**src/rtl/ascii_num_tokenizer.sv**
```systemverilog
`default_nettype none
// +----------------------------------------------------------------------------+
// | ascii_num_tokenizer: ASCII stream to decimal tokens with eol/blank/last.   |
// | Signed input is enabled by defining TOKENIZER_NEG_EN.  Revision 1.0        |
// +----------------------------------------------------------------------------+
module ascii_num_tokenizer #(
  parameter int WIDTH = 64
) (
  input  logic             clk,
  input  logic             rst_n,
  input  logic             input_valid,
  input  logic [7:0]       char_in,
  output logic             input_ready,
  input  logic             flush,
  output logic             tok_valid,
  input  logic             tok_ready,
  output logic [WIDTH-1:0] tok_value,
  output logic             tok_num,
  output logic             tok_eol,
  output logic             tok_blank,
  output logic             tok_last
);

  localparam logic [7:0] c_lf    = 8'h0A;
  localparam logic [7:0] c_cr    = 8'h0D;
  localparam logic [7:0] c_zero  = 8'h30;
  localparam logic [7:0] c_nine  = 8'h39;
`ifdef TOKENIZER_NEG_EN
  localparam logic [7:0] c_minus = 8'h2D;

  typedef enum logic [1:0] {
    S_IDLE = 2'd0, S_NUM = 2'd1, S_NEG = 2'd2, S_DONE = 2'd3
  } state_t;
`else
  typedef enum logic [1:0] {
    S_IDLE = 2'd0, S_NUM = 2'd1, S_DONE = 2'd3
  } state_t;
`endif

  state_t           r_state, w_state_nxt;
  logic [WIDTH-1:0] r_acc, w_acc_nxt;
  logic             r_line_start, w_line_start_nxt;
  logic             r_tok_valid, r_tok_num, r_tok_eol, r_tok_blank, r_tok_last;
  logic [WIDTH-1:0] r_tok_value;

  logic             w_accept_char, w_accept_flush, w_is_digit;
  logic [WIDTH-1:0] w_acc_base, w_acc_digit, w_num_value;
  logic             w_ld, w_ld_num, w_ld_eol, w_ld_blank, w_ld_last;
  logic [WIDTH-1:0] w_ld_value;

`ifdef TOKENIZER_NEG_EN
  logic r_neg, w_neg_nxt;
  assign w_num_value = r_neg ? (~r_acc + WIDTH'(1)) : r_acc;
`else
  assign w_num_value = r_acc;
`endif

  // Ready never looks at char_in/input_valid, so there is no input-to-output path.
  assign input_ready    = (r_state != S_DONE) & (~r_tok_valid | tok_ready);
  assign w_accept_char  = input_valid & input_ready;
  assign w_accept_flush = flush & ~input_valid & input_ready;
  assign w_is_digit     = (char_in >= c_zero) && (char_in <= c_nine);
  assign w_acc_base     = (r_state == S_NUM) ? r_acc : '0;
  assign w_acc_digit    = w_acc_base * WIDTH'(10) + (WIDTH'(char_in) - WIDTH'(c_zero));

  always_comb begin
    w_state_nxt      = r_state;
    w_acc_nxt        = r_acc;
    w_line_start_nxt = r_line_start;
`ifdef TOKENIZER_NEG_EN
    w_neg_nxt        = r_neg;
`endif
    w_ld       = 1'b0;
    w_ld_value = '0;
    w_ld_num   = 1'b0;
    w_ld_eol   = 1'b0;
    w_ld_blank = 1'b0;
    w_ld_last  = 1'b0;

    if (w_accept_flush) begin
      w_ld        = 1'b1;
      w_ld_num    = (r_state == S_NUM);
      w_ld_value  = (r_state == S_NUM) ? w_num_value : '0;
      w_ld_eol    = 1'b1;
      w_ld_last   = 1'b1;
      w_state_nxt = S_DONE;
    end else if (w_accept_char) begin
      if (w_is_digit) begin
        w_acc_nxt        = w_acc_digit;
        w_state_nxt      = S_NUM;
        w_line_start_nxt = 1'b0;
`ifdef TOKENIZER_NEG_EN
        w_neg_nxt = (r_state == S_NEG) | ((r_state == S_NUM) & r_neg);
`endif
      end else if (char_in == c_lf) begin
        w_ld             = 1'b1;
        w_ld_num         = (r_state == S_NUM);
        w_ld_value       = (r_state == S_NUM) ? w_num_value : '0;
        w_ld_eol         = 1'b1;
        w_ld_blank       = r_line_start & (r_state == S_IDLE);
        w_state_nxt      = S_IDLE;
        w_line_start_nxt = 1'b1;
      end else if (char_in != c_cr) begin
        // Any other character is a delimiter; it only emits when a number is open.
        w_line_start_nxt = 1'b0;
        w_state_nxt      = S_IDLE;
        if (r_state == S_NUM) begin
          w_ld       = 1'b1;
          w_ld_num   = 1'b1;
          w_ld_value = w_num_value;
        end
`ifdef TOKENIZER_NEG_EN
        if ((char_in == c_minus) && (r_state == S_IDLE)) begin
          w_state_nxt = S_NEG;
        end
`endif
      end
    end
  end

  always_ff @(posedge clk or negedge rst_n) begin
    if (!rst_n) begin
      r_state      <= S_IDLE;
      r_acc        <= '0;
      r_line_start <= 1'b1;
`ifdef TOKENIZER_NEG_EN
      r_neg        <= 1'b0;
`endif
    end else begin
      r_state      <= w_state_nxt;
      r_acc        <= w_acc_nxt;
      r_line_start <= w_line_start_nxt;
`ifdef TOKENIZER_NEG_EN
      r_neg        <= w_neg_nxt;
`endif
    end
  end

  // Single token register: a load wins over a simultaneous handshake.
  always_ff @(posedge clk or negedge rst_n) begin
    if (!rst_n) begin
      r_tok_valid <= 1'b0;
      r_tok_value <= '0;
      r_tok_num   <= 1'b0;
      r_tok_eol   <= 1'b0;
      r_tok_blank <= 1'b0;
      r_tok_last  <= 1'b0;
    end else if (w_ld) begin
      r_tok_valid <= 1'b1;
      r_tok_value <= w_ld_value;
      r_tok_num   <= w_ld_num;
      r_tok_eol   <= w_ld_eol;
      r_tok_blank <= w_ld_blank;
      r_tok_last  <= w_ld_last;
    end else if (tok_ready) begin
      r_tok_valid <= 1'b0;
    end
  end

  assign tok_valid = r_tok_valid;
  assign tok_value = r_tok_value;
  assign tok_num   = r_tok_num;
  assign tok_eol   = r_tok_eol;
  assign tok_blank = r_tok_blank;
  assign tok_last  = r_tok_last;

endmodule
`default_nettype wire

```
**config.mk**
```make
export PLATFORM = sky130hd
export DESIGN_NAME = ascii_num_tokenizer
export DESIGN_NICKNAME = d
export VERILOG_FILES = /design/src/rtl/ascii_num_tokenizer.sv
export SDC_FILE = /design/constraint.sdc
export NUM_CORES = 1
export LEC_CHECK = 0
export CAP_MARGIN = 25
export CORE_MARGIN = 8
export CORE_UTILIZATION = 55
export CTS_BUF_LIST = sky130_fd_sc_hd__clkbuf_2 sky130_fd_sc_hd__clkbuf_4 sky130_fd_sc_hd__clkbuf_8
export CTS_CLUSTER_DIAMETER = 40
export DETAILED_ROUTE_END_ITERATION = 10
export GPL_ROUTABILITY_DRIVEN = 0
export PLACE_DENSITY = 0.73
export RECOVER_POWER = 50
export SYNTH_ARGS = -nofsm -noshare
export SYNTH_HDL_FRONTEND = slang
export SYNTH_SLANG_ARGS = --single-unit
export TNS_END_PERCENT = 20
```
**constraint.sdc**
```tcl
create_clock -name clk -period 14.8 [get_ports clk]
set_clock_uncertainty 0.1 [all_clocks]
set_input_delay 2.22 -clock clk [delete_from_list [all_inputs] [get_ports clk]]
set_output_delay 2.22 -clock clk [all_outputs]
set_load 0.005 [all_outputs]
```
# Yosys cells after proc, flatten, opt, wreduce, memory -nomap -nowiden

Cells that the tools add are included.

Shift-type cells: 0
Multiply operators: 1
Reductions and logical operators: 9
Multiplexer cells: 35
Divide/modulo/power cells: 0
Equal/unequal tests: 4
Add/subtract/negate cells: 2
Bitwise operators: 9
Magnitude comparators: 2

Operators with widths:

| operator                                                       | count |
|---|---|
| 2-to-1 mux 64 bit                                              | 6 |
| adder 64 bit                                                   | 1 |
| multiplier 64 x 3 -> 63 bit, second input constant             | 1 |
| 2-to-1 mux 1 bit                                               | 24 |
| 2-to-1 mux 2 bit                                               | 5 |
| subtractor 8 x 6 -> 9 bit, second input constant               | 1 |
| == test 8 x 4 -> 1 bit, second input constant                  | 1 |
| >= comparator 8 x 6 -> 1 bit, second input constant            | 1 |
| less-or-equal comparator 8 x 6 -> 1 bit, second input constant | 1 |
| != test 8 x 4 -> 1 bit, second input constant                  | 1 |
| AND reduction 3 bit                                            | 2 |
| bitwise AND 1 bit                                              | 5 |
| nonzero test 2 bit                                             | 2 |
| nonzero test 4 bit                                             | 1 |
| NOT 1 bit                                                      | 3 |
| nonzero test 3 bit                                             | 1 |
| == test 2 x 1 -> 1 bit, second input constant                  | 1 |
| zero test 2 bit                                                | 1 |
| != test 2 bit, second input constant                           | 1 |
| AND reduction 2 bit                                            | 1 |
| logical AND 1 bit                                              | 1 |
| bitwise OR 1 bit                                               | 1 |

Memories: 0
Word-level logic and storage cells: 71
RAM bits: 0
Latch bits: 0
Bits of input ports: 13
Register bits: 136
ROM bits: 0
Output and inout port bits: 70

# Depth between registers and ports, before layout

Depth in word-level cells: 8
Mapped depth: 32
Depth with buffers taken out: 29

# Worst setup path after synthesis

No wires, ideal clock.

Kind: input -> register
From: input port char_in[4]
To: register r_acc[58]
Cell stages on the path: 14
Setup slack: 5.550 ns
Buffers on the path: 0
Library setup time: 0.130 ns
Required time: 14.570 ns
Arrival: 9.021 ns
Cells stage by stage: ha_1 -> nor3_1 -> ha_1 -> a21o_1 -> a21o_1 -> a21oi_1 -> nor2_1 -> o32a_1 -> or3_4 -> a221o_1 -> a221oi_4 -> o21ai_1 -> xnor2_1 -> o21ai_1

Cells in the longest elaborated chain, start to end: 3
Elaborated cells on any way between the ends: 6
Classes of those cells: add/sub (2); order compare (2); reduce/logical (2)

Ends and longest elaborated chain:

| element                                                              | RTL line | source |
|---|---|---|
| start: declaration                                                   | 12       | `input logic [7:0] char_in,` |
| parallel branches: the longest is 3 deep, another holds adder 64 bit | -        |  |
| end signal: assignment                                               | 131      | `r_acc <= w_acc_nxt;` |
| end: declaration                                                     | 41       | `logic [WIDTH-1:0] r_acc, w_acc_nxt;` |

Parallel ways; which one is timed is not known.
A chain may end at the register's enable or synchronous reset.

# Worst setup path after layout

From: register r_state[0]
To: register r_acc[63]

Cells in the longest elaborated chain, start to end: 5
Elaborated cells on any way between the ends: 10
Classes of those cells: add/sub (1); mul (1); eq/ne (2); mux (1); bitwise (4); reduce/logical (1)

Ends and longest elaborated chain:

| element                                                                             | RTL line | source |
|---|---|---|
| start: declaration                                                                  | 40       | `state_t r_state, w_state_nxt;` |
| start signal: assignment                                                            | 130      | `r_state <= w_state_nxt;` |
| parallel branches: the longest is 5 deep, another holds multiplier 64 x 3 -> 63 bit | -        |  |

Parallel ways; which one is timed is not known.

==> results.yml <==
cells_and_area:
  fin_util_pct: 61.6
  layout-drive-gt1-share_pct: 5.37
  diodes: 0
  nFillCells: 2155
  final_cells: 2036
  final_common_cell: "nand2_1"
  final_cell_mix: "nand2_1 (255), ha_1 (159), a21oi_1 (153)"
  fin_nets: 1872
  finalInstanceArea_um2: 14800
  area_growth_syn_to_layout_pct: 11.1
synthesis:
  synth_area_per_cell_um2: 8.00
  postSynthCellCount: 1666
  synthArstFlopShare_pct: 100
  synth_edf_count: 0
  synth_top_area_cell: "dfrtp_1"
  synth_area_leaders: "dfrtp_1 (25%), ha_1 (15%), nand2_1 (7.2%)"
  syn-num-nets: 1839
  ys_seq_elements: 136
  synth-seq-area-share_pct: 25.6
  syn_area_um2: 13300
  yosys_warnings: 0
  synth_top_flop_cell: "dfrtp_1"
  ys_types: 73
  synth_top_area_share_pct: 25.4
detailed_routing:
  wire_per_inst_um: 16.5
  first_pass_iters: 6
  antenna_left: 0
  drt-total-wl_mm: 33.6
  vias_per_cell: 5.98
  drc: 0
  drtIter0Drc: 962
  dr_total_vias: 12200
timing:
  fmax_ghz: 0.129
  final_max_slew_viol_count: 139
  setup_violations: 0
  finalCriticalPeriod_ns: 7.76
  worst_pin_slew_ns: 4.13
  setup_tns_ns: 0
  rsz0062_at_grt: "no"
  hold_violations: 0
  fin_ws_ns: 7.04
  finalCritPeriodShare_pct: 52.4
  relSlewSlack_pct: -175
power_and_ir_drop:
  p_leak_uw: 0.00753
  irDropWorstVdd_mv: 0.0828
  pwr_density_cell_nw_per_um2: 139
floorplanning:
  dieHeight_um: 172
  start_util_pct: 55.4
  std_cell_rows: 57
  core_um2: 24000
  die_w_um: 172
  io_pins: 83
  design.die.area_um2: 29500
setup_path:
  worstSetupPathType: "reg -> reg"
  regToRegSetupSlack_ns: 7.04
  max_stage_delay_ns: 0.63
  worstSetupStartpointType: "flop"
  cp_max_fo: 95
  required_ns: 15.05
  r2r_end: "r_acc[63]"
  worstPathArrival_ns: 8.01
  slowest_stage: "buf_4"
  worstRegToRegCells: 28
  worst_setup_path_end_kind: "flop"
  r2r_start: "r_state[0]"
grt:
  grt_max_degree: 125
  antenna_found_initial: 0
  grt_pass1_vias: 11400
  overflow: 0
  grtUsageTotal_pct: 23.0
  grt_first_pass_wirelength_mm: 55.9
clock_tree:
  htree_levels: 4
  cts_resized: 0
  ctsHoldBuffers: 0
  cts-buffers-inserted: 17
  clk_path_buf_depth: 2
  clk_pin_slew_ns: 0.10
  clk_root_buffer_cell: "clkbuf_8"
  cts_tree: "done"
  post-cts-setup-buffers: 0
  insertion_delay_ns: 0.48
  cts.sinks: 136
hold_path:
  worstHoldPathCells: 2
  hold_path_class: "reg -> reg"
  holdPathEnd: "tok_value[18]"
  holdCritStartpoint: "tok_value[18]"
run_status:
  violations: "capacitance limit, slew limit"
  outcome: "finished, violations left"
placed_design:
  dpl_cell_area_um2: 14300
  numPortBuffers: 82
  dpl.cell_count: 2002
  place_ws_ns: 7.18
  hpwl_mm: 25.2
flow_run:
  cap_viol_max_count: 2
-- through the flow --
stage,total power (uW),hold slack (ns)
2_1_floorplan,1360,0.342
3_3_place_gp,1680,0.349
3_5_place_dp,1700,0.354
4_1_cts,2060,0.373
5_1_grt,2220,0.385
6_report,2060,0.360
-- worst max-delay path: cells and delay by family, from the launching register on --
family,cells,cell delay (ns)
AND/OR/NAND/NOR,7,1.46
AO/OA/AOI/OAI,12,3.23
adder cells (fa/ha/maj),3,1.09
flip-flops,1,0.46
XOR/XNOR,3,0.47
buffers and inverters,3,0.82
-- report_power, final --
part	total [uW]	switching (uW)	internal [uW]
registers	617	116	501
logic	1090	618	469
clock network	352	170	182
total	2060	903	1150
-- cell families (layout without fill, tap and decap cells) --
kind of cell | Yosys count | after routing | synth area share, %
mux | 34 | 34 | 2.86
simple gates | 596 | 596 | 21.0
flops | 136 | 136 | 25.6
xor+xnor | 151 | 151 | 9.93
compound gates | 484 | 484 | 22.5
fa+ha+maj | 161 | 161 | 15.2
buf+inv | 104 | 150 | 2.95
-- routing by layer --
| metal | global-route usage (%) | up-vias | part of all wire, % |
|---|---|---|---|
| met5 | 0 | - | 0 |
| met4 | 6.43 | 0 | 1.8 |
| met3 | 2.73 | 53 | 5.4 |
| met2 | 36.9 | 364 | 44 |
| li1 | - | 6048 | - |
| met1 | 32.2 | 5712 | 48 |
-- synth_stat cells (all sizes together), types with 17 or more instances --
| cell type | count |
|---|---|
| nand2 | 255 |
| ha | 159 |
| a21oi | 153 |
| o21ai | 137 |
| dfrtp | 135 |
| xnor2 | 107 |
| nor2 | 95 |
| clkbuf | 72 |
| a21o | 71 |
| nand3 | 58 |
| and3 | 44 |
| xor2 | 44 |
| and2 | 43 |
| mux2 | 33 |
| inv | 28 |
| nand4 | 28 |
| o21bai | 21 |
| nor3 | 17 |
-- final cells by class --
cell class                      instances  area, um^2  area share [%]
Multi-Input combinational cell       1426        9560            64.6
Clock buffer                           20         275            1.86
Tap cell                              324         405            2.74
Sequential cell                       136        3400            23.0
Clock inverter                         12         164            1.11
Inverter                               28         105           0.710
Timing Repair Buffer                   90         891            6.02
-- how the worst max path moves through the flow --
stage	from	to	slack (ns)	cells past startpoint
after floorplan	char_in[4]	r_acc[58]	5.55	14
after global placement	r_state[0]	r_acc[63]	7.45	28
after detailed placement	r_state[0]	r_acc[63]	7.18	28
after CTS	r_state[0]	r_acc[63]	7.13	28
after global routing	rst_n	tok_value[46]	5.78	2
final	r_state[0]	r_acc[63]	7.04	28
Note: power is estimated with default switching activity, not from simulation.
==> RTL edit, RTL diff (same settings) <==
The parameter `WIDTH` goes from 64 to 128.
--- a/src/rtl/ascii_num_tokenizer.sv
+++ b/src/rtl/ascii_num_tokenizer.sv
@@ -6,3 +6,3 @@
 module ascii_num_tokenizer #(
-  parameter int WIDTH = 64
+  parameter int WIDTH = 128
 ) (
Ports: changed (resized tok_value); port bits go from 83 to 147. The function was not compared with the original's and may differ.
==> RTL edit against the original RTL <==
Worst setup slack worse by 0.39 ns; largest power group unchanged; power grew to 2.7 times the old value; sequential cell count is 128 higher; the run still ends with capacitance limit, slew limit left; routed wire length grew to 2.6 times the old value; largest cell class unchanged; cell area is 110% higher; sequential share of layout area is 2.0 points lower; area after synthesis is 110% higher.
==> RTL edit: results (changes against the original RTL) <==
STA
  • Setup WS post-layout: 6.654 ns (was 7.041 ns)
  • Worst-margin pin slew: 3.822 ns (was 4.131 ns)
  • Max Transition Viols Final: 194 (was 139)
  • Hold WS: 0.3686 ns (was 0.3603 ns)

Global routing
  • Initial antenna violation count: 1 (was 0)
  • Total Routing Usage GR: 27.97% (was 23.02%)
  • First-pass GRT wire length: 140200 µm (was 55900 µm)
  • Vias in the first global route: 26507 (was 11354)
  • Largest net degree at the start of global routing: 135 (was 125)

Clocking
  • CTS Buf Count: 55 (was 17)
  • CTS max path bufs: 3 (was 2)
  • Clk Latency, worst-skew pair: 0.68 ns (was 0.48 ns)
  • H-tree levels: 2 (was 4)
  • CTS clk-pin slew, worst paths: 0.06 ns (was 0.10 ns)

Placed design
  • Hpwl dp: 67470 µm (was 25190 µm)
  • Placed Area: 30120 µm² (was 14340 µm²)
  • Port-buffer cells: 146 (was 82)
  • Place WS: 6.103 ns (was 7.180 ns)
  • DP Cell Count: 4270 (was 2002)

Logic synthesis
  • Synth Area in XOR/XNOR: 9.206% (was 9.928%)
  • Post-synth top area share: 23.14% (was 25.36%)
  • Post-synthesis mux area share: 0.2199% (was 2.865%)
  • Register area share after synthesis: 23.23% (was 25.56%)
  • Syn Inst Count: 3630 (was 1666)
  • Syn_nets: 3971 (was 1839)
  • List of most frequent post-synthesis cells: nand2_1, a21oi_1, ha_1, nor2_1, dfrtp_1 (was nand2_1, ha_1, a21oi_1, dfrtp_1, o21ai_0)
  • Cell variety after synth: 100 (was 73)
  • Synth area leaders: dfrtp_1, ha_1, a21oi_1 (was dfrtp_1, ha_1, nand2_1)
  • Compound-cell area share of the yosys netlist: 28.56% (was 22.49%)

Flow run
  • Max Cap Viol: 3 (was 2)

Finish
  • Layout cell share with drive strength beyond 1: 4.926% (was 5.374%)
  • Fillers: 4698 (was 2155)
  • Layout Cells excl Fill: 4376 (was 2036)

Worst setup path
  • Crit path largest cell delay: 0.60 ns (was 0.63 ns)
  • Worst-path maximum fanout: 71 (was 95)
  • R2r endpoint: r_acc[127]$_DFFE_PN0P_ (was r_acc[63]$_DFFE_PN0P_)
  • Critical Path AT: 8.66 ns (was 8.01 ns)
  • Worst path slowest cell: nor4_2 (was buf_4)

Power
  • Peak VDD IR: 110.6 µV (was 82.83 µV)
  • Pleak: 14.87 nW (was 7.532 nW)
  • Pwr Density: 179.6 nW/µm² (was 138.8 nW/µm²)

Routing
  • Wire per inst: 19.69 µm (was 16.48 µm)
  • Drt via density: 6.353 (was 5.981)
  • Initial DRC count: 2526 (was 962)

Run status
  • Failing checks: capacitance limit, slew limit (unchanged)
  • Run status: finished with violations (unchanged)

Hold path
  • WHS Endpoint: tok_last$_DFFE_PN0P_ (was tok_value[18]$_DFFE_PN0P_)
  • Hold Path Origin: tok_last$_DFFE_PN0P_ (was tok_value[18]$_DFFE_PN0P_)
  • Hold depth: 1 (was 2)
## RTL edit: where the power goes
part           switching, mW  internal, mW  total, mW
registers              0.284         0.999       1.28
clock network          0.360         0.565      0.925
logic                   2.11          1.34       3.44
## RTL edit: cell type report
| class | count | area share, % |
|---|---|---|
| diodes | 1 | 0.007950 |
| clock buffers | 77 | 3.168 |
| clock inverters | 25 | 1.109 |
| inverters | 81 | 0.9660 |
| multi-input cells | 3087 | 66.04 |
| flip-flops and latches | 264 | 20.99 |
| well taps | 680 | 2.703 |
| repair buffers | 161 | 5.017 |
## RTL edit: layer usage
metal  share of wire [%]  up-vias  GRT usage (%)
met5                   0        -              0
met4                 4.5        0          12.17
met3                 6.7      200          4.136
met2                  45     1037          44.55
met1                  44    13147          37.45
li1                    -    13417              -
